`src/rtl/mc_ctrl.sv`:
```
// Multi-cycle main controller for the MIPS-lite core: IF/ID/EXE/MEM/WB/MWB sequencing and ALU op decode.
// Optional build macro MC_CTRL_OVF_FLAG_EN: addi overflow writes 1 to OVF_REG (30) instead of discarding.
module mc_ctrl (
  input  logic       clk,
  input  logic       rst,
  input  logic [5:0] opcode,
  input  logic [5:0] funct,
  input  logic [4:0] rt,
  input  logic       zero,
  input  logic       overflow,
  input  logic       condition_jdg,
  output logic       pc_write,
  output logic [1:0] pc_src,
  output logic       ir_write,
  output logic       reg_write,
  output logic [1:0] reg_dst,
  output logic [1:0] mem_to_reg,
  output logic [1:0] alu_src_b,
  output logic [2:0] alu_op,
  output logic       mem_read,
  output logic       mem_write,
  output logic       instr_done,
  output logic [2:0] state
);

  typedef enum logic [2:0] {
    S_IF  = 3'd0,
    S_ID  = 3'd1,
    S_EXE = 3'd2,
    S_MEM = 3'd3,
    S_WB  = 3'd4,
    S_MWB = 3'd5
  } state_t;

  state_t state_q, state_d;
  logic   ovf_q;

  logic is_r, is_addu, is_subu, is_slt, r_valid;
  logic is_j, is_beq, is_bgezal, is_ori, is_addi, is_lw, is_sw, valid;

  assign is_r      = (opcode == 6'b000000);
  assign is_addu   = is_r && (funct == 6'b100001);
  assign is_subu   = is_r && (funct == 6'b100011);
  assign is_slt    = is_r && (funct == 6'b101010);
  assign r_valid   = is_addu || is_subu || is_slt;
  assign is_j      = (opcode == 6'b000010);
  assign is_beq    = (opcode == 6'b000100);
  assign is_bgezal = (opcode == 6'b000001) && (rt == 5'b10001);
  assign is_ori    = (opcode == 6'b001101);
  assign is_addi   = (opcode == 6'b001000);
  assign is_lw     = (opcode == 6'b100011);
  assign is_sw     = (opcode == 6'b101011);
  assign valid     = r_valid || is_j || is_beq || is_bgezal || is_ori || is_addi || is_lw || is_sw;

  always_ff @(posedge clk) begin
    if (rst) begin
      state_q <= S_IF;
      ovf_q   <= 1'b0;
    end else begin
      state_q <= state_d;
      if (state_q == S_IF)
        ovf_q <= 1'b0;
      else if (state_q == S_EXE && is_addi)
        ovf_q <= overflow;
    end
  end

  always_comb begin
    state_d    = S_IF;
    pc_write   = 1'b0;
    pc_src     = 2'b00;
    ir_write   = 1'b0;
    reg_write  = 1'b0;
    reg_dst    = 2'b00;
    mem_to_reg = 2'b00;
    alu_src_b  = 2'b00;
    alu_op     = 3'b000;
    mem_read   = 1'b0;
    mem_write  = 1'b0;
    instr_done = 1'b0;
    case (state_q)
      S_IF: begin
        ir_write = 1'b1;
        pc_write = 1'b1;
        state_d  = S_ID;
      end
      S_ID: begin
        if (is_j) begin
          pc_write   = 1'b1;
          pc_src     = 2'b10;
          instr_done = 1'b1;
        end else if (!valid) begin
          instr_done = 1'b1;
        end else begin
          state_d = S_EXE;
        end
      end
      S_EXE: begin
        if (r_valid) begin
          alu_op  = is_subu ? 3'b001 : (is_slt ? 3'b011 : 3'b000);
          state_d = S_WB;
        end else if (is_ori) begin
          alu_src_b = 2'b10;
          alu_op    = 3'b010;
          state_d   = S_WB;
        end else if (is_addi) begin
          alu_src_b = 2'b01;
          alu_op    = 3'b100;
          state_d   = S_WB;
        end else if (is_lw || is_sw) begin
          alu_src_b = 2'b01;
          state_d   = S_MEM;
        end else if (is_beq) begin
          alu_op     = 3'b001;
          instr_done = 1'b1;
          if (zero) begin
            pc_write = 1'b1;
            pc_src   = 2'b01;
          end
        end else if (is_bgezal) begin
          alu_op     = 3'b101;
          instr_done = 1'b1;
          // Branch and link happen together, so the link write uses the PC+4 already in PC.
          if (condition_jdg) begin
            pc_write   = 1'b1;
            pc_src     = 2'b01;
            reg_write  = 1'b1;
            reg_dst    = 2'b10;
            mem_to_reg = 2'b10;
          end
        end else begin
          instr_done = 1'b1;
        end
      end
      S_MEM: begin
        if (is_lw) begin
          mem_read = 1'b1;
          state_d  = S_MWB;
        end else begin
          mem_write  = 1'b1;
          instr_done = 1'b1;
        end
      end
      S_WB: begin
        instr_done = 1'b1;
        if (is_addi && ovf_q) begin
`ifdef MC_CTRL_OVF_FLAG_EN
          reg_write  = 1'b1;
          reg_dst    = 2'b11;
          mem_to_reg = 2'b11;
`else
          reg_write  = 1'b0;
`endif
        end else begin
          reg_write = 1'b1;
          reg_dst   = is_r ? 2'b01 : 2'b00;
        end
      end
      S_MWB: begin
        reg_write  = 1'b1;
        mem_to_reg = 2'b01;
        instr_done = 1'b1;
      end
      default: state_d = S_IF;
    endcase
    // Reset squashes every enable immediately, even mid-instruction.
    if (rst) begin
      pc_write   = 1'b0;
      pc_src     = 2'b00;
      ir_write   = 1'b0;
      reg_write  = 1'b0;
      reg_dst    = 2'b00;
      mem_to_reg = 2'b00;
      alu_src_b  = 2'b00;
      alu_op     = 3'b000;
      mem_read   = 1'b0;
      mem_write  = 1'b0;
      instr_done = 1'b0;
    end
  end

  assign state = rst ? 3'd0 : state_q;

endmodule

```
`config.mk`:
```
export PLATFORM = sky130hd
export DESIGN_NAME = mc_ctrl
export DESIGN_NICKNAME = d
export VERILOG_FILES = /design/src/rtl/mc_ctrl.sv
export SDC_FILE = /design/constraint.sdc
export NUM_CORES = 1
export LEC_CHECK = 0
export BUFFER_PORTS_ARGS = -buffer_cell sky130_fd_sc_hd__clkbuf_2
export CELL_PAD_IN_SITES_DETAIL_PLACEMENT = 0
export CELL_PAD_IN_SITES_GLOBAL_PLACEMENT = 1
export CORE_MARGIN = 5
export CORE_UTILIZATION = 29
export DETAILED_ROUTE_END_ITERATION = 10
export PLACE_DENSITY_LB_ADDON = 0.1
export SYNTH_ARGS = -nofsm -noshare
export SYNTH_HDL_FRONTEND = slang
export SYNTH_SLANG_ARGS = --single-unit
```
`constraint.sdc`:
```
create_clock -name clk -period 4.76 [get_ports clk]
set_input_delay 1.428 -clock clk [delete_from_list [all_inputs] [get_ports clk]]
set_output_delay 1.428 -clock clk [all_outputs]
set_load 0.05 [all_outputs]
```
# Word-level counts from Yosys, hierarchy flattened
# Index checks and enable logic that the tools add are counted.
word_totals:
  reg_bits: 4
  in_bits: 22
  output_inout_bits: 20
  wordCells: 122
classes:
  n_eq_ne: 16
  mux: 84
  reduce_logical: 20
op_table:
  columns: ["cell", "n"]
  rows:
  - ["2-bit two-way mux", 25]
  - ["1-bit two-way mux", 39]
  - ["3-bit two-way mux", 13]
  - ["6-bit equality test, second input constant", 5]
  - ["6-bit by 4-bit equality test with 1-bit output, second input constant", 2]
  - ["2-bit case mux with 2 select lines", 3]
  - ["3-bit case mux with 4 select lines", 1]
  - ["1-bit logical OR", 10]
  - ["3-bit by 2-bit equality test with 1-bit output, second input constant", 2]
  - ["3-bit equality test, second input constant", 2]
  - ["6-bit by 1-bit equality test with 1-bit output, second input constant", 1]
  - ["6-bit by 2-bit equality test with 1-bit output, second input constant", 1]
  - ["6-bit by 3-bit equality test with 1-bit output, second input constant", 1]
  - ["1-bit logical AND", 6]
  - ["6-bit zero test", 1]
  - ["1-bit case mux with 3 select lines", 2]
  - ["5-bit equality test, second input constant", 1]
  - ["1-bit case mux with 4 select lines", 1]
  - ["2-bit OR reduction", 2]
  - ["3-bit by 1-bit equality test with 1-bit output, second input constant", 1]
  - ["3-bit zero test", 1]

# Longest topological paths before layout
# Gate-level depths: netlist of the first run.
depth:
  word_depth: 15
  depth_mapped: 7
  mapped_depth_nobuf: 5

# Worst setup path before layout of the first run
# No wires, ideal clock.
synth_path:
  path_type: "in2out"
  from: "input port opcode[4]"
  to: "output port reg_dst[0]"
  arrival_ns: 3.602
  required_ns: 3.332
  slack_ns: -0.270
  path_stages: 3
  path_buffers: 0
  path_cell_list: "nor4_4 -> nor3b_2 -> nor4b_1"
synth_via:
  elab_chain_cells: 10
  elab_cells_between_ends: 25
  cone_classes: "eq/ne: 6; mux: 10; reduce/logical: 9"
synth_lines:
  columns: ["item", "line_no", "text"]
  rows:
  - ["start, declared", "6", "input logic [5:0] opcode,"]
  - ["6-bit by 1-bit equality test with 1-bit output", "48", "assign is_bgezal = (opcode == 6'b000001) && (rt == 5'b10001);"]
  - ["1-bit logical AND", "48", null]
  - ["2-bit two-way mux", "120", "end else if (is_bgezal) begin"]
  - ["2-bit two-way mux", "113", "end else if (is_beq) begin"]
  - ["2-bit two-way mux", "110", "end else if (is_lw || is_sw) begin"]
  - ["2-bit two-way mux", "106", "end else if (is_addi) begin"]
  - ["2-bit two-way mux", "102", "end else if (is_ori) begin"]
  - ["2-bit two-way mux", "99", "if (r_valid) begin"]
  - ["2-bit case mux with 2 select lines *", "81", "case (state_q)"]
  - ["2-bit two-way mux *", "167", "if (rst) begin"]
  - ["end, declared", "16", "output logic [1:0] reg_dst,"]
# Mark *: on every way between the ends. The rest lies on a longest branch, timed or not.

# Worst setup path after layout of the first run
layout_path:
  from: "input port opcode[4]"
  to: "output port pc_write"
layout_via:
  elab_chain_cells: 10
  elab_cells_between_ends: 24
  cone_classes: "eq/ne: 7; mux: 9; reduce/logical: 8"
layout_lines:
  columns: ["item", "line_no", "text"]
  rows:
  - ["6-bit by 1-bit equality test with 1-bit output", "48", null]
  - ["1-bit logical AND", "48", null]
  - ["1-bit two-way mux", "120", null]
  - ["1-bit two-way mux", "113", null]
  - ["1-bit two-way mux", "110", null]
  - ["1-bit two-way mux", "106", null]
  - ["1-bit two-way mux", "102", null]
  - ["1-bit two-way mux", "99", null]
  - ["1-bit case mux with 3 select lines *", "81", null]
  - ["1-bit two-way mux *", "167", null]
  - ["end, declared", "12", "output logic pc_write,"]
# Marked as above.

==> impl_metrics.toml, run 1 <==
[outcome]
outcome = "finished clean"

[synthesis]
ys_ff_latch = 4
ys.flop_type = "dfxtp_1"
ys_types = 38
syn_area_per_cell_um2 = 6.73
synth_area_um2 = 653
synthCells = 97
ys_async_sr_fraction_pct = 0
yosysSeqAreaShare_pct = 12.3
yosys_warnings = 0
synth-edff-count = 0
postSynthNetCount = 119

[cts]
cts_root_buf = "clkbuf_4"
clk_latency_ps = 230
cts_tree = "built"
clkSlewWorstSetupHoldPaths_ps = 30
cts_made_buffers = 3
cts_max_path_buffers = 2
holdBufCountCts = 0
ctsHtreeMaxLevel = 1
clock_sinks = 4

[placement]
postPlaceCellArea_um2 = 871
routabilityCongestion = 0.789
post-dp-hpwl_mm = 1.74
portBuffers = 41

[final_layout]
final_common_cell = "clkbuf_2"
layout.nets = 157
area_growth_pct = 37.7
design_area_um2 = 900
drive_gt1_share_pct = 39.8
antenna_cells = 0
final_cell_mix = "41 x clkbuf_2, 13 x nor2_1, 8 x nand2_1"

[route]
totalWireLength_mm = 2.10
route.detailed.drc = 0
post_drt_via_cell_ratio = 5.14
drtIter0Drc = 15
drt-pass1-iter-count = 4
ant_nets = 0
wire_per_inst_um = 13.0
vias = 828

[sta]
hold_viol = 0
finalSetupViolCount = 0
fin_skew_ps = 2.40
slew_viol_final = 0
rsz0062_at_grt = "no"
period_share_pct = 93.0
worst_slew_pin_slew_ps = 555
relSlewSlack_pct = 62.9
hold_slack_ps = 542
clock.fmax_mhz = 226
fin_crit_ps = 4430
fin_setup_tns_ps = 0

[power_and_ir_drop]
internal_power_w = 0.0000790
pwr-share-clk_pct = 34.2
p_sw_w = 0.0000432
leakagePower_nw = 0.381
p_per_area_mw_per_mm2 = 136
peakVddDrop_mv = 0.136
finalPower_w = 0.000122
netSwitchingFraction_pct = 35.3
combinationalPowerShare_pct = 36.1
power_frac_seq_pct = 29.8

[grt]
grt_pass1_wl_mm = 3.57
grt_usage_pct = 13.0
grt_pass1_vias = 816
grt_max_degree = 14
antenna_found_initial = 0
overflow = 0

[critical_path]
crit_type = "in2out"
required_ps = 3330
cp.arrival_ps = 3000
critPathMaxFanout = 7
worstSetupStartpointType = "primary input"
cp-end-kind = "output port"

[worst_hold_path]
hold_path_class = "reg2reg"

[die]
coreArea_mm2 = 0.00219
std_cell_rows = 17
die_y_um = 57.5
die_w_um = 57.5
io_pins = 42
start_util_pct = 29.8
die-area_mm2 = 0.00330

[job]
maxCapViolCount = 0
## state kept, by name (all words and copies together) (netlist names)
name,flops
ovf_q,1
state_q,3
## power by group through the flow
stage / clock network (W) / logic (W) / registers [W]
after floorplan: 0 / 0.0000289 / 0.0000351
after global placement: 0 / 0.0000437 / 0.0000371
after detailed placement: 0 / 0.0000437 / 0.0000369
after CTS: 0.0000444 / 0.0000439 / 0.0000364
after global routing: 0.0000475 / 0.0000483 / 0.0000365
final: 0.0000417 / 0.0000441 / 0.0000364
## synth_stat cells, types with 3 or more instances
library cell,number,area share [%]
inv_1,3,1.7
nor2_1,13,7.5
nor3b_1,3,3.4
nor4b_1,4,5.4
and3_1,3,2.9
dfxtp_1,4,12
nand2b_1,3,2.9
buf_2,3,2.3
clkbuf_1,4,2.3
nor3_1,8,6.1
nor2b_1,4,3.8
o21ai_1,3,2.3
nand2_1,8,4.6
nand3_1,3,2.3
a21oi_1,4,3.1
## path summary, 6_finish.rpt
path,depth (start not counted),from,slack [ps],to
worst max-delay path,7,opcode[4],330,pc_write
worst min register to register,2,ovf_q,540,ovf_q
worst min-delay path,2,ovf_q,540,ovf_q
worst max register to register,3,state_q[0],3320,state_q[1]
## worst max-delay path: stages
cell and delay [ps]:
clkbuf_2 160, nor4_4 340, nor3b_2 300, a31oi_2 170, nand3_1 240, o21ai_1 120, clkbuf_2 240
## per-stage QoR
| stage | util, % | setup slack [ps] | cells |
|---|---|---|---|
| floorplan | - | 6.30 | 97 |
| global placement | 39.7 | 147 | 158 |
| detailed placement | 39.7 | 129 | 158 |
| CTS | 40.8 | 124 | 161 |
| global route | 41.1 | 167 | 161 |
| finish | 41.1 | 333 | 161 |
## cell type report
class / count / area, um2
clock buffer: 3 / 22.5
fill: 255 / 1290
inverter: 3 / 11.3
multi-input combinational: 82 / 546
sequential: 4 / 80.1
tap: 28 / 35.0
timing repair buffer: 41 / 205
## routing by layer
layer	vias to the layer above	global-route usage [%]	share of wire, %
met5	-	0	0
met4	0	0.993	0
met3	0	3.85	5.0
met2	21	19.4	45
met1	374	19.2	50
li1	433	-	-
## timing repair
action / in CTS / in global routing
endpoints found under the hold margin: 0 / 0
resized for setup: 0 / 1
buffers inserted: 0 / 0
setup endpoints to repair: 0 / 2
## kinds of logic after synthesis
logic type | count (synthesis) | share of synthesized area (%)
compound gates | 21 | 24.7
buf+inv | 11 | 6.89
flops | 4 | 12.3
mux | 1 | 1.53
simple gates | 60 | 54.6
No activity file was read; power rests on OpenSTA's default activity.
==> run 2, diff against run 1 <==
--- a/config.mk
+++ b/config.mk
@@ -8,8 +8,10 @@
 export BUFFER_PORTS_ARGS = -buffer_cell sky130_fd_sc_hd__clkbuf_2
 export CELL_PAD_IN_SITES_DETAIL_PLACEMENT = 0
 export CELL_PAD_IN_SITES_GLOBAL_PLACEMENT = 1
+export CORE_ASPECT_RATIO = 0.6
 export CORE_MARGIN = 5
 export CORE_UTILIZATION = 29
+export CTS_CLUSTER_DIAMETER = 50
 export DETAILED_ROUTE_END_ITERATION = 10
 export PLACE_DENSITY_LB_ADDON = 0.1
 export SYNTH_ARGS = -nofsm -noshare
==> run 2 against run 1 <==
Net effect:
- sequential share of layout area shrank 0.15 points
- first-iteration DRC count grew 73%
- wire length grew 4.0%
- worst setup slack lost 130 ps
- die area grew 0.95%
- critical path type unchanged
- largest cell class unchanged
- highest routed layer is now met4
==> impl_metrics.toml, run 2 (synthesized netlist as in run 1, its figures left out) <==
[outcome]
outcome = "finished clean"

[critical_path]
required_ps = 3330
path_common_cell = "clkbuf_2"
crit_chain = "clkbuf_2 -> nor4b_1 -> and4_1 -> nand2_1 -> nor3_1 -> clkbuf_2"
cpPeakStageDelay_ps = 510
cp.arrival_ps = 3130
worstSetupStartpointType = "primary input"
crit_slowest_cell = "nor4b_1"
crit_type = "in2out"
cp-end-kind = "output port"
critPathMaxFanout = 7

[grt]
grt_pass1_vias = 741
grt_pass1_wl_mm = 3.34
grt_usage_pct = 12.8
grt_max_degree = 14
antenna_found_initial = 0
overflow = 0

[die]
coreArea_mm2 = 0.00216
start_util_pct = 30.2
io_pins = 42
std_cell_rows = 13
die-area_mm2 = 0.00333
die_y_um = 46.8
die_w_um = 71.3

[cts]
clock_sinks = 4
clk_latency_ps = 220
ctsHtreeMaxLevel = 1
cts_made_buffers = 3
cts_max_path_buffers = 2
holdBufCountCts = 0
cts_root_buf = "clkbuf_8"
cts_tree = "built"
cts-resized-gates = 0
postCtsSetupRepairBufs = 0
clkSlewWorstSetupHoldPaths_ps = 30

[sta]
period_share_pct = 95.7
relSlewSlack_pct = 64.4
slew_viol_final = 0
finalSetupViolCount = 0
fin_crit_ps = 4550
fin_skew_ps = 3.76
clock.fmax_mhz = 220
hold_viol = 0
worst_slew_pin_slew_ps = 533
rsz0062_at_grt = "no"
fin_setup_tns_ps = 0

[route]
wire_per_inst_um = 13.4
drtIter0Drc = 26
route.detailed.drc = 0
vias = 870
totalWireLength_mm = 2.18
ant_nets = 0
post_drt_via_cell_ratio = 5.34
drt-pass1-iter-count = 4

[final_layout]
area_growth_pct = 40.0
final_common_cell = "clkbuf_2"
layout.nets = 157
antenna_cells = 0
largest_register_ffs = 3
drive_gt1_share_pct = 39.1
max_flop_register = "state_q"
final_cell_mix = "41 x clkbuf_2, 13 x nor2_1, 8 x nand2_1"
top_regs = "state_q x3, ovf_q x1"

[placement]
portBuffers = 41
post-dp-hpwl_mm = 1.82
routabilityCongestion = 0.812

[power_and_ir_drop]
finalPower_w = 0.000153
p_per_area_mw_per_mm2 = 167
leakagePower_nw = 0.387
peakVddDrop_mv = 0.0910

[worst_hold_path]
hold_path_class = "reg2reg"

[job]
maxCapViolCount = 0
## run 2: cell counts in the layout (fill, tap and decap cells not counted)
No cell type changed its count.
## run 2: final cells by class
type	instances	area (um2)
flip-flops and latches	4	80.1
repair buffers	41	205
clock buffers	3	41.3
fillers	233	1250
inverters	3	11.3
well taps	30	37.5
multi-input cells	82	539
## run 2: path summary, 6_finish.rpt
path | start | endpoint | slack [ps] | depth (start not counted)
worst min register to register | ovf_q | ovf_q | 530 | 2
worst max register to register | state_q[0] | state_q[1] | 3270 | 3
worst max-delay path | opcode[4] | mem_to_reg[1] | 210 | 6
worst min-delay path | ovf_q | ovf_q | 530 | 2
## run 2: metal layers
layer  track usage, %  wire, um  vias to the layer above
li1                 -         -                      439
met1             19.4      1140                      390
met2             16.8       803                       39
met3             5.13       228                        2
met4             2.25        14                        0
met5                0         0                        -
## run 2: worst max-delay path, delay by kind of cell
family / cells / cell delay (ps)
buffers and inverters: 2 / 460
AND/OR/NAND/NOR: 4 / 1240
## run 2: stage by stage
step | hold WS (ps) | util, % | setup slack, ps | cell area [um2] | std cells
2_1_floorplan | 505 | - | 6.30 | 664 | 97
4_1_cts | 541 | 42.3 | 175 | 915 | 163
5_1_grt | 612 | 42.3 | 38.7 | 915 | 163
3_3_place_gp | 526 | 40.4 | 160 | 873 | 160
3_5_place_dp | 542 | 40.4 | 179 | 873 | 160
6_report | 528 | 42.3 | 206 | 915 | 163
## run 2: where the power goes
group / internal (W) / switching (W)
clock network: 0.0000539 / 0.0000176
logic: 0.0000162 / 0.0000282
registers: 0.0000346 / 0.00000210
